<file path="src/rtl/vga_scene_sequencer.sv">
// vga_scene_sequencer: per-frame controller for the VGA pattern datapath.
// Turns vsync into a one-cycle frame tick, advances the scroll offset, and
// sequences pattern changes through a 4-level fade-out / switch / fade-in.
// Ports:
//   clk, reset              pixel clock, synchronous active-high reset
//   vsync                   vertical sync from hvsync_generator (clk domain)
//   speed[1:0]              scroll step in pixels per frame
//   pause                   freezes scroll and dwell counting
//   auto_en                 enables auto-advance after DWELL_FRAMES
//   step_btn                rising edge requests a pattern change
//   frame_tick              one-cycle pulse per frame
//   scroll_x[9:0], scroll_y[9:0]  scroll offsets
//   pattern_sel[1:0]        active pattern index
//   fade[1:0]               brightness, 3 = full, 0 = black
//   busy                    high while a transition is in progress
module vga_scene_sequencer #(
  parameter int unsigned DWELL_FRAMES = 120,
  parameter int unsigned FADE_FRAMES  = 4,
  parameter int unsigned NUM_PATTERNS = 4,
  parameter logic        VSYNC_ACTIVE = 1'b0
) (
  input  logic       clk,
  input  logic       reset,
  input  logic       vsync,
  input  logic [1:0] speed,
  input  logic       pause,
  input  logic       auto_en,
  input  logic       step_btn,
  output logic       frame_tick,
  output logic [9:0] scroll_x,
  output logic [9:0] scroll_y,
  output logic [1:0] pattern_sel,
  output logic [1:0] fade,
  output logic       busy
);

  localparam int unsigned DW = $clog2(DWELL_FRAMES);
  localparam int unsigned FW = $clog2(FADE_FRAMES + 1);
  localparam logic [DW-1:0] DWELL_LAST = DW'(DWELL_FRAMES - 1);
  localparam logic [FW-1:0] FADE_LAST  = FW'(FADE_FRAMES - 1);
  localparam logic [1:0]    SEL_LAST   = 2'(NUM_PATTERNS - 1);

  typedef enum logic [1:0] {
    SHOW     = 2'd0,
    FADE_OUT = 2'd1,
    FADE_IN  = 2'd2
  } state_t;

  state_t        state, state_d;
  logic          vsync_q, step_q;
  logic [DW-1:0] dwell, dwell_d;
  logic [FW-1:0] fade_div, fade_div_d;
  logic [1:0]    fade_d, sel_d;
  logic          busy_d;
  logic          step_rise, show_expire, qual_tick;
  logic [10:0]   x_sum;

  assign step_rise   = step_btn & ~step_q;
  assign show_expire = frame_tick & ~pause & auto_en & (dwell == DWELL_LAST);
  assign qual_tick   = frame_tick & (fade_div == FADE_LAST);
  assign x_sum       = {1'b0, scroll_x} + {9'd0, speed};

  // Edge detectors and registered frame tick
  always_ff @(posedge clk) begin
    if (reset) begin
      vsync_q    <= ~VSYNC_ACTIVE;
      step_q     <= 1'b0;
      frame_tick <= 1'b0;
    end else begin
      vsync_q    <= vsync;
      step_q     <= step_btn;
      frame_tick <= (vsync == VSYNC_ACTIVE) && (vsync_q != VSYNC_ACTIVE);
    end
  end

  // Scroll runs independently of the transition state; x carry feeds y
  always_ff @(posedge clk) begin
    if (reset) begin
      scroll_x <= '0;
      scroll_y <= '0;
    end else if (frame_tick && !pause) begin
      scroll_x <= x_sum[9:0];
      scroll_y <= scroll_y + {9'd0, x_sum[10]};
    end
  end

  // State register
  always_ff @(posedge clk) begin
    if (reset) state <= SHOW;
    else       state <= state_d;
  end

  // Next-state logic; a step edge and dwell expiry together give one transition
  always_comb begin
    state_d = state;
    case (state)
      SHOW:     if (step_rise || show_expire)      state_d = FADE_OUT;
      FADE_OUT: if (qual_tick && fade == 2'd0)     state_d = FADE_IN;
      FADE_IN:  if (qual_tick && fade == 2'd2)     state_d = SHOW;
      default:                                     state_d = SHOW;
    endcase
  end

  // Next values for dwell, fade divider, fade level and pattern select
  always_comb begin
    dwell_d    = dwell;
    fade_div_d = fade_div;
    fade_d     = fade;
    sel_d      = pattern_sel;
    busy_d     = (state_d != SHOW);
    case (state)
      SHOW: begin
        if (step_rise || show_expire) begin
          dwell_d    = '0;
          fade_div_d = '0;
        end else if (!auto_en) begin
          dwell_d = '0;
        end else if (frame_tick && !pause) begin
          dwell_d = dwell + DW'(1);
        end
      end
      FADE_OUT: begin
        if (frame_tick) fade_div_d = qual_tick ? '0 : fade_div + FW'(1);
        if (qual_tick) begin
          if (fade != 2'd0) fade_d = fade - 2'd1;
          else              sel_d  = (pattern_sel == SEL_LAST) ? 2'd0 : pattern_sel + 2'd1;
        end
      end
      FADE_IN: begin
        if (frame_tick) fade_div_d = qual_tick ? '0 : fade_div + FW'(1);
        if (qual_tick)  fade_d     = fade + 2'd1;
      end
      default: ;
    endcase
  end

  // Datapath registers
  always_ff @(posedge clk) begin
    if (reset) begin
      dwell       <= '0;
      fade_div    <= '0;
      fade        <= 2'd3;
      pattern_sel <= 2'd0;
      busy        <= 1'b0;
    end else begin
      dwell       <= dwell_d;
      fade_div    <= fade_div_d;
      fade        <= fade_d;
      pattern_sel <= sel_d;
      busy        <= busy_d;
    end
  end

endmodule

</file>
<file path="config.mk">
export PLATFORM = sky130hd
export DESIGN_NAME = vga_scene_sequencer
export DESIGN_NICKNAME = d
export VERILOG_FILES = /design/src/rtl/vga_scene_sequencer.sv
export SDC_FILE = /design/constraint.sdc
export NUM_CORES = 1
export LEC_CHECK = 0
export BUFFER_PORTS_ARGS = -buffer_cell sky130_fd_sc_hd__buf_2
export CAP_MARGIN = 20
export CORE_MARGIN = 3
export CORE_UTILIZATION = 40
export DETAILED_ROUTE_END_ITERATION = 16
export SETUP_SLACK_MARGIN = 0.5
export SYNTH_ARGS = -nofsm -noshare
export SYNTH_HDL_FRONTEND = slang
export SYNTH_SLANG_ARGS = --single-unit
</file>
<file path="constraint.sdc">
create_clock -name clk -period 2.6 [get_ports clk]
set_input_delay 0.52 -clock clk [delete_from_list [all_inputs] [get_ports clk]]
set_output_delay 0.52 -clock clk [all_outputs]
set_load 0.02 [all_outputs]
</file>
After elaboration in Yosys (flattened, before gate mapping)
Cells that the tools add are included.

storage, ports and cells
  flip-flop bits (word level) = 40
  output and inout port bits = 26

cells by class
  mux-type cells = 16
  add/sub/neg operators = 7
  equality and inequality tests = 12
  bitwise gates (word level) = 9
  reduce and logical (&&, ||, !) cells = 17

operators with widths
  kind                                                    number
  2-to-1 mux 7 bit                                        3
  2-to-1 mux 2 bit                                        7
  adder 10 x 2 -> 11 bit                                  1
  adder 10 x 1 -> 10 bit                                  1
  2-to-1 mux 3 bit                                        3
  inequality test 2 bit (second input constant)           4
  nonzero test 2 bit                                      4
  adder 7 x 1 -> 7 bit (second input constant)            1
  == test 7 bit (second input constant)                   1
  == test 2 bit (second input constant)                   3
  one-hot mux 2 bit (3 select lines)                      1
  one-hot mux 3 bit (2 select lines)                      1
  AND reduction 3 bit                                     2
  bitwise AND 1 bit                                       5
  adder 2 x 1 -> 2 bit (second input constant)            2
  logical AND 1 bit                                       4
  logical NOT 2 bit                                       2
  NOT 1 bit                                               4
  one-hot mux 2 bit (2 select lines)                      1
  AND reduction 4 bit                                     1
  adder 3 x 1 -> 3 bit (second input constant)            1
  == test 3 x 2 -> 1 bit (second input constant)          1
  inequality test 3 x 1 -> 1 bit (second input constant)  1
  == test 2 x 1 -> 1 bit (second input constant)          1
  6 further kinds                                         6

Logic depth before layout (Yosys ltp)
  depth in word-level cells = 8
  mapped depth = 10
  depth with buffers taken out = 10

Worst setup path after synthesis
OpenSTA, ideal clock, no wires.

  path type = input port to flip-flop
  from = input port speed[0]
  to = register scroll_y[6]
  arrival = 2148 ps
  setup time = 128 ps
  path buffers = 0
  cell stages on the path = 10
  data required time = 2472 ps
  setup slack = 324 ps
  cells stage by stage = ha_1 fa_1 nand2_1 nor4_1 ha_1 ha_1 and4b_1 nand4_1 xor2_1 nor2_1

on the way
  cells in the longest elaborated chain, start to end = 2

RTL lines
  item                    line  RTL
  from (decl)             25    input logic [1:0] speed,
  adder 10 x 2 -> 11 bit  61    assign x_sum = {1'b0, scroll_x} + {9'd0, speed};
  adder 10 x 1 -> 10 bit  83    scroll_y <= scroll_y + {9'd0, x_sum[10]};
  to (signal assigned)    83
  to (decl)               31    output logic [9:0] scroll_y,

No other way between the ends.
A chain may end at the register's enable or synchronous reset.

Worst setup path in the final report
  from = register scroll_x[0]
  to = register scroll_y[6]

on the way
  cells in the longest elaborated chain, start to end = 2

RTL lines
  item                    line  RTL
  from (decl)             30    output logic [9:0] scroll_x,
  from (signal assigned)  82    scroll_x <= x_sum[9:0];
  adder 10 x 2 -> 11 bit  61
  adder 10 x 1 -> 10 bit  83

No other way between the ends.

==> impl.org <==
** Outcome
- The run finished with clean final reports.

** Clock network
- Clock tree synthesis selected as its root buffer the cell sky130_fd_sc_hd__clkbuf_8.
- Buffers inserted during clock tree synthesis total 5.
- Skew-Pair Late Insertion Delay :: 0.29 ns
- No sink is reached through more buffers than the 2 on the longest clock path.
- Clk sink count :: 40
- TritonCTS built the clock tree.
- In this run the number of H-tree levels came out at 2.
- Clock-pin slew was measured on the worst setup and hold paths at 0.08 ns.

** Floorplan
- The initial utilization of the core area, before any placement, comes to 0.422.
- I/O pin count :: 34
- The floorplan step set the die height to 77.3 um.
- The floorplan step defined a die boundary enclosing 5970 um2.
- In this run the horizontal extent of the chip is 77.3 um.
- The core region is just under 5000 um2.
- After floorplanning, the core was divided into 25 placement rows.

** Pwr
- P_leak :: 1.07 nW
- The share of total power dissipated in sequential elements is 0.512.
- The share of total power dissipated in the clock network is 0.411.
- Maximum vdd ir drop :: roughly 0.26 mV
- Of the total power, the share spent switching nets is 0.233.
- Power per cell area :: 505 nW/um2
- Internal cell power :: between 0.9 and 1 mW
- Of the total power, combinational logic draws 0.077.
- Net Switching :: 0.287 mW

** Global routing
- The first global-routing pass estimated 7310 um of wire.
- Vias in the first global route :: about 1600
- Entering global routing, the biggest net connects 23 pins.
- For this run the aggregate overflow at the end of global routing stands at 0.
- GRT Overall Usage :: 0.149
- The number of antenna violations at the first check in global routing is 0.

** STA
- Once routing completed, OpenROAD measured the worst setup slack at approximately 0.60 ns.
- Endpoints failing setup :: 0
- Unrepaired setup endpoints after global routing :: yes
- Setup total negative slack on the finished layout was measured at 0 ns.
- Worst Tran Pin Value :: 0.504 ns
- Post-layout minimum cycle time :: between 2 and 2.5 ns
- Setup Skew :: 0.00961 ns
- Highest Clock Rate :: 499 MHz
- Period utilization :: 0.771
- Final Hold Fails :: 0
- In this run the tightest slew margin relative to its limit is 0.659.
- The number of slew-limit violations in the final report is 0.

** Critical path
- In this run the critical register-to-register path is launched from scroll_x[0]$_SDFFE_PP0N_.
- Kind of end point of the critical path :: flip-flop
- Crit path required time :: 2.78 ns
- Worst setup SP type :: flip-flop
- In this run the worst setup path begins at scroll_x[0]$_SDFFE_PP0N_.
- The worst setup path is of the flip-flop to flip-flop kind.
- Arrival @ worst endpoint :: 2.18 ns
- Setup slack of the worst register-to-register path :: 0.60 ns
- In this run the worst path has a maximum fanout of 4.

** Routing
- Avg WL per Cell :: 12.8 um
- The pre-antenna-repair detailed-routing pass consisted of 4 iterations.
- The count of nets left with antenna violations once routing finished came out at 0.
- Drt total wl :: 4250 um
- After detailed routing, the number of vias per cell comes to 5.14.
- After the first detailed-routing iteration, the DRC count stood at 60.
- The routed layout has 1708 vias.
- DR DRC count :: 0

** Synthesis
- Yosys printed 0 warnings.
- Cells after Synth :: 228
- Distinct cell type count after synthesis :: 51
- Primary flip-flop cell chosen by synthesis mapping :: sky130_fd_sc_hd__dfxtp_1
- After synthesis, the mean cell area works out to 8.92 um2.
- Of the synthesized area, sequential elements account for 0.394.
- Netlist area before placement :: between 2000 and 2500 um2
- Counting flops with a built-in enable in the synthesized netlist gives 0.
- Ys async rst share :: 0
- Net Count, Synth :: 248
- Total of flip-flops plus latches after synthesis :: 40

** Finish
- Fraction of final layout cells with drive strength greater than 1 :: 0.223
- Registers take roughly 800 um2.
- After filler insertion, the fill cell instance count of the layout stands at 502.
- Layout overhead on the synthesized area :: 19.8%
- Diode insertion count for antenna repair :: 0
- For this run, the share of the core covered by cells in the final layout is 0.506.
- Most common cell after layout, fill and taps aside :: sky130_fd_sc_hd__dfxtp_1
- Summing all multi-input logic gate instances after layout gives 1210 um2.
- In the layout the commonest cells are sky130_fd_sc_hd__dfxtp_1 (38), sky130_fd_sc_hd__buf_2 (33), sky130_fd_sc_hd__nand2_1 (25).
- In the final design database the tool counted 284 nets.

** Hold path
- The min-delay analysis places its worst path in the category flip-flop to flip-flop.
- Launch instance of the worst min-delay path :: vsync_q$_SDFF_PP1_

** Flow run
- Max-cap violations in this run came to 0.

** Place
- Prior to clock tree synthesis, the placed netlist has a worst setup slack of roughly 0.25 ns.
- Routability-driven placement finished with a final weighted congestion of ~0.78.
- Detailed placement HPWL :: 3090 um
- The count of buffers added on input and output ports is 33.
## worst paths after layout
path	cells after the start	to
max	10	scroll_y[6]$_SDFFE_PP0N_
min	2	frame_tick$_SDFF_PP0_
max reg2reg	10	scroll_y[6]$_SDFFE_PP0N_
min reg2reg	2	frame_tick$_SDFF_PP0_
## synth_stat cells (all sizes together), types with 3 or more instances
library cell / instances / area, um2
dfxtp: 40 / 801
nand2: 26 / 97.6
nor2: 24 / 90.1
a21oi: 13 / 65.1
ha: 11 / 138
inv: 8 / 30.0
xor2: 8 / 70.1
nand3: 7 / 35.0
buf: 6 / 36.3
nand4: 6 / 37.5
xnor2: 6 / 52.6
nor2b: 5 / 31.3
nor3: 5 / 25.0
o41ai: 5 / 43.8
a21o: 4 / 30.0
and4b: 4 / 40.0
mux2i: 4 / 40.0
nand3b: 4 / 30.0
nor4b: 4 / 35.0
and3: 3 / 18.8
nor4: 3 / 18.8
o21ai: 3 / 15.0
## metal layers
metal / track usage / part of all wire / vias to the layer above
met5: 0 / 0 / -
li1: - / - / 893
met4: 0.0480 / 0.0068 / 0
met1: 0.201 / 0.51 / 786
met2: 0.232 / 0.44 / 27
met3: 0.0387 / 0.042 / 2
## cell families after synthesis
family | Yosys count | share of synthesized area
and+or+nand+nor | 104 | 0.276
DFF | 40 | 0.394
AOI/OAI and AO/OA | 37 | 0.131
buffers and inverters | 16 | 0.0363
xor gates and xnor gates | 14 | 0.0603
adders and majority gates | 12 | 0.0775
muxes | 5 | 0.0252
## metrics by stage
stage | cells | hold slack, ns | instance area (um2) | total power [mW]
6_report | 332 | 0.407 | 2440 | 1.23
2_1_floorplan | 228 | 0.392 | 2070 | 0.711
3_5_place_dp | 321 | 0.401 | 2290 | 0.738
4_1_cts | 329 | 0.417 | 2400 | 1.25
5_1_grt | 332 | 0.421 | 2440 | 1.29
3_3_place_gp | 321 | 0.397 | 2290 | 0.737
## area by class of cell
type | count | area share
repair buffers | 37 | 0.0801
clock inverters | 3 | 0.0175
flip-flops and latches | 40 | 0.330
inverters | 8 | 0.0123
well taps | 67 | 0.0344
clock buffers | 5 | 0.0282
multi-input cells | 172 | 0.498
## timing repair
item / in CTS / in global routing
setup endpoints to repair: 0 / 3
hold buffers: 0 / 0
resized for setup: 0 / 4
setup buffers: 0 / 3
## flip-flops by register name, summed over array words and instances, names as in the netlist
register / count
scroll_y: 10
busy: 1
step_q: 1
vsync_q: 1
fade: 2
state: 2
dwell: 7
scroll_x: 10
fade_div: 3
frame_tick: 1
pattern_sel: 2
## power by group through the flow
stage / clock [mW] / sequential (mW) / combinational, mW
final: 0.505 / 0.629 / 0.0950
after global routing: 0.551 / 0.631 / 0.106
after CTS: 0.524 / 0.629 / 0.0947
after detailed placement: 0 / 0.644 / 0.0943
after global placement: 0 / 0.644 / 0.0934
after floorplan: 0 / 0.645 / 0.0663
## worst max-delay path, stage by stage (launching register included)
cell and delay [ns]:
sky130_fd_sc_hd__dfxtp_2 0.36, sky130_fd_sc_hd__ha_4 0.13, sky130_fd_sc_hd__fa_2 0.23, sky130_fd_sc_hd__nand2_4 0.07, sky130_fd_sc_hd__nor4_4 0.15, sky130_fd_sc_hd__ha_2 0.27, sky130_fd_sc_hd__ha_4 0.13, sky130_fd_sc_hd__and4b_2 0.24
sky130_fd_sc_hd__nand4_1 0.11, sky130_fd_sc_hd__xor2_1 0.16, sky130_fd_sc_hd__nor2_1 0.05
Power figures use the tool's default switching activity.
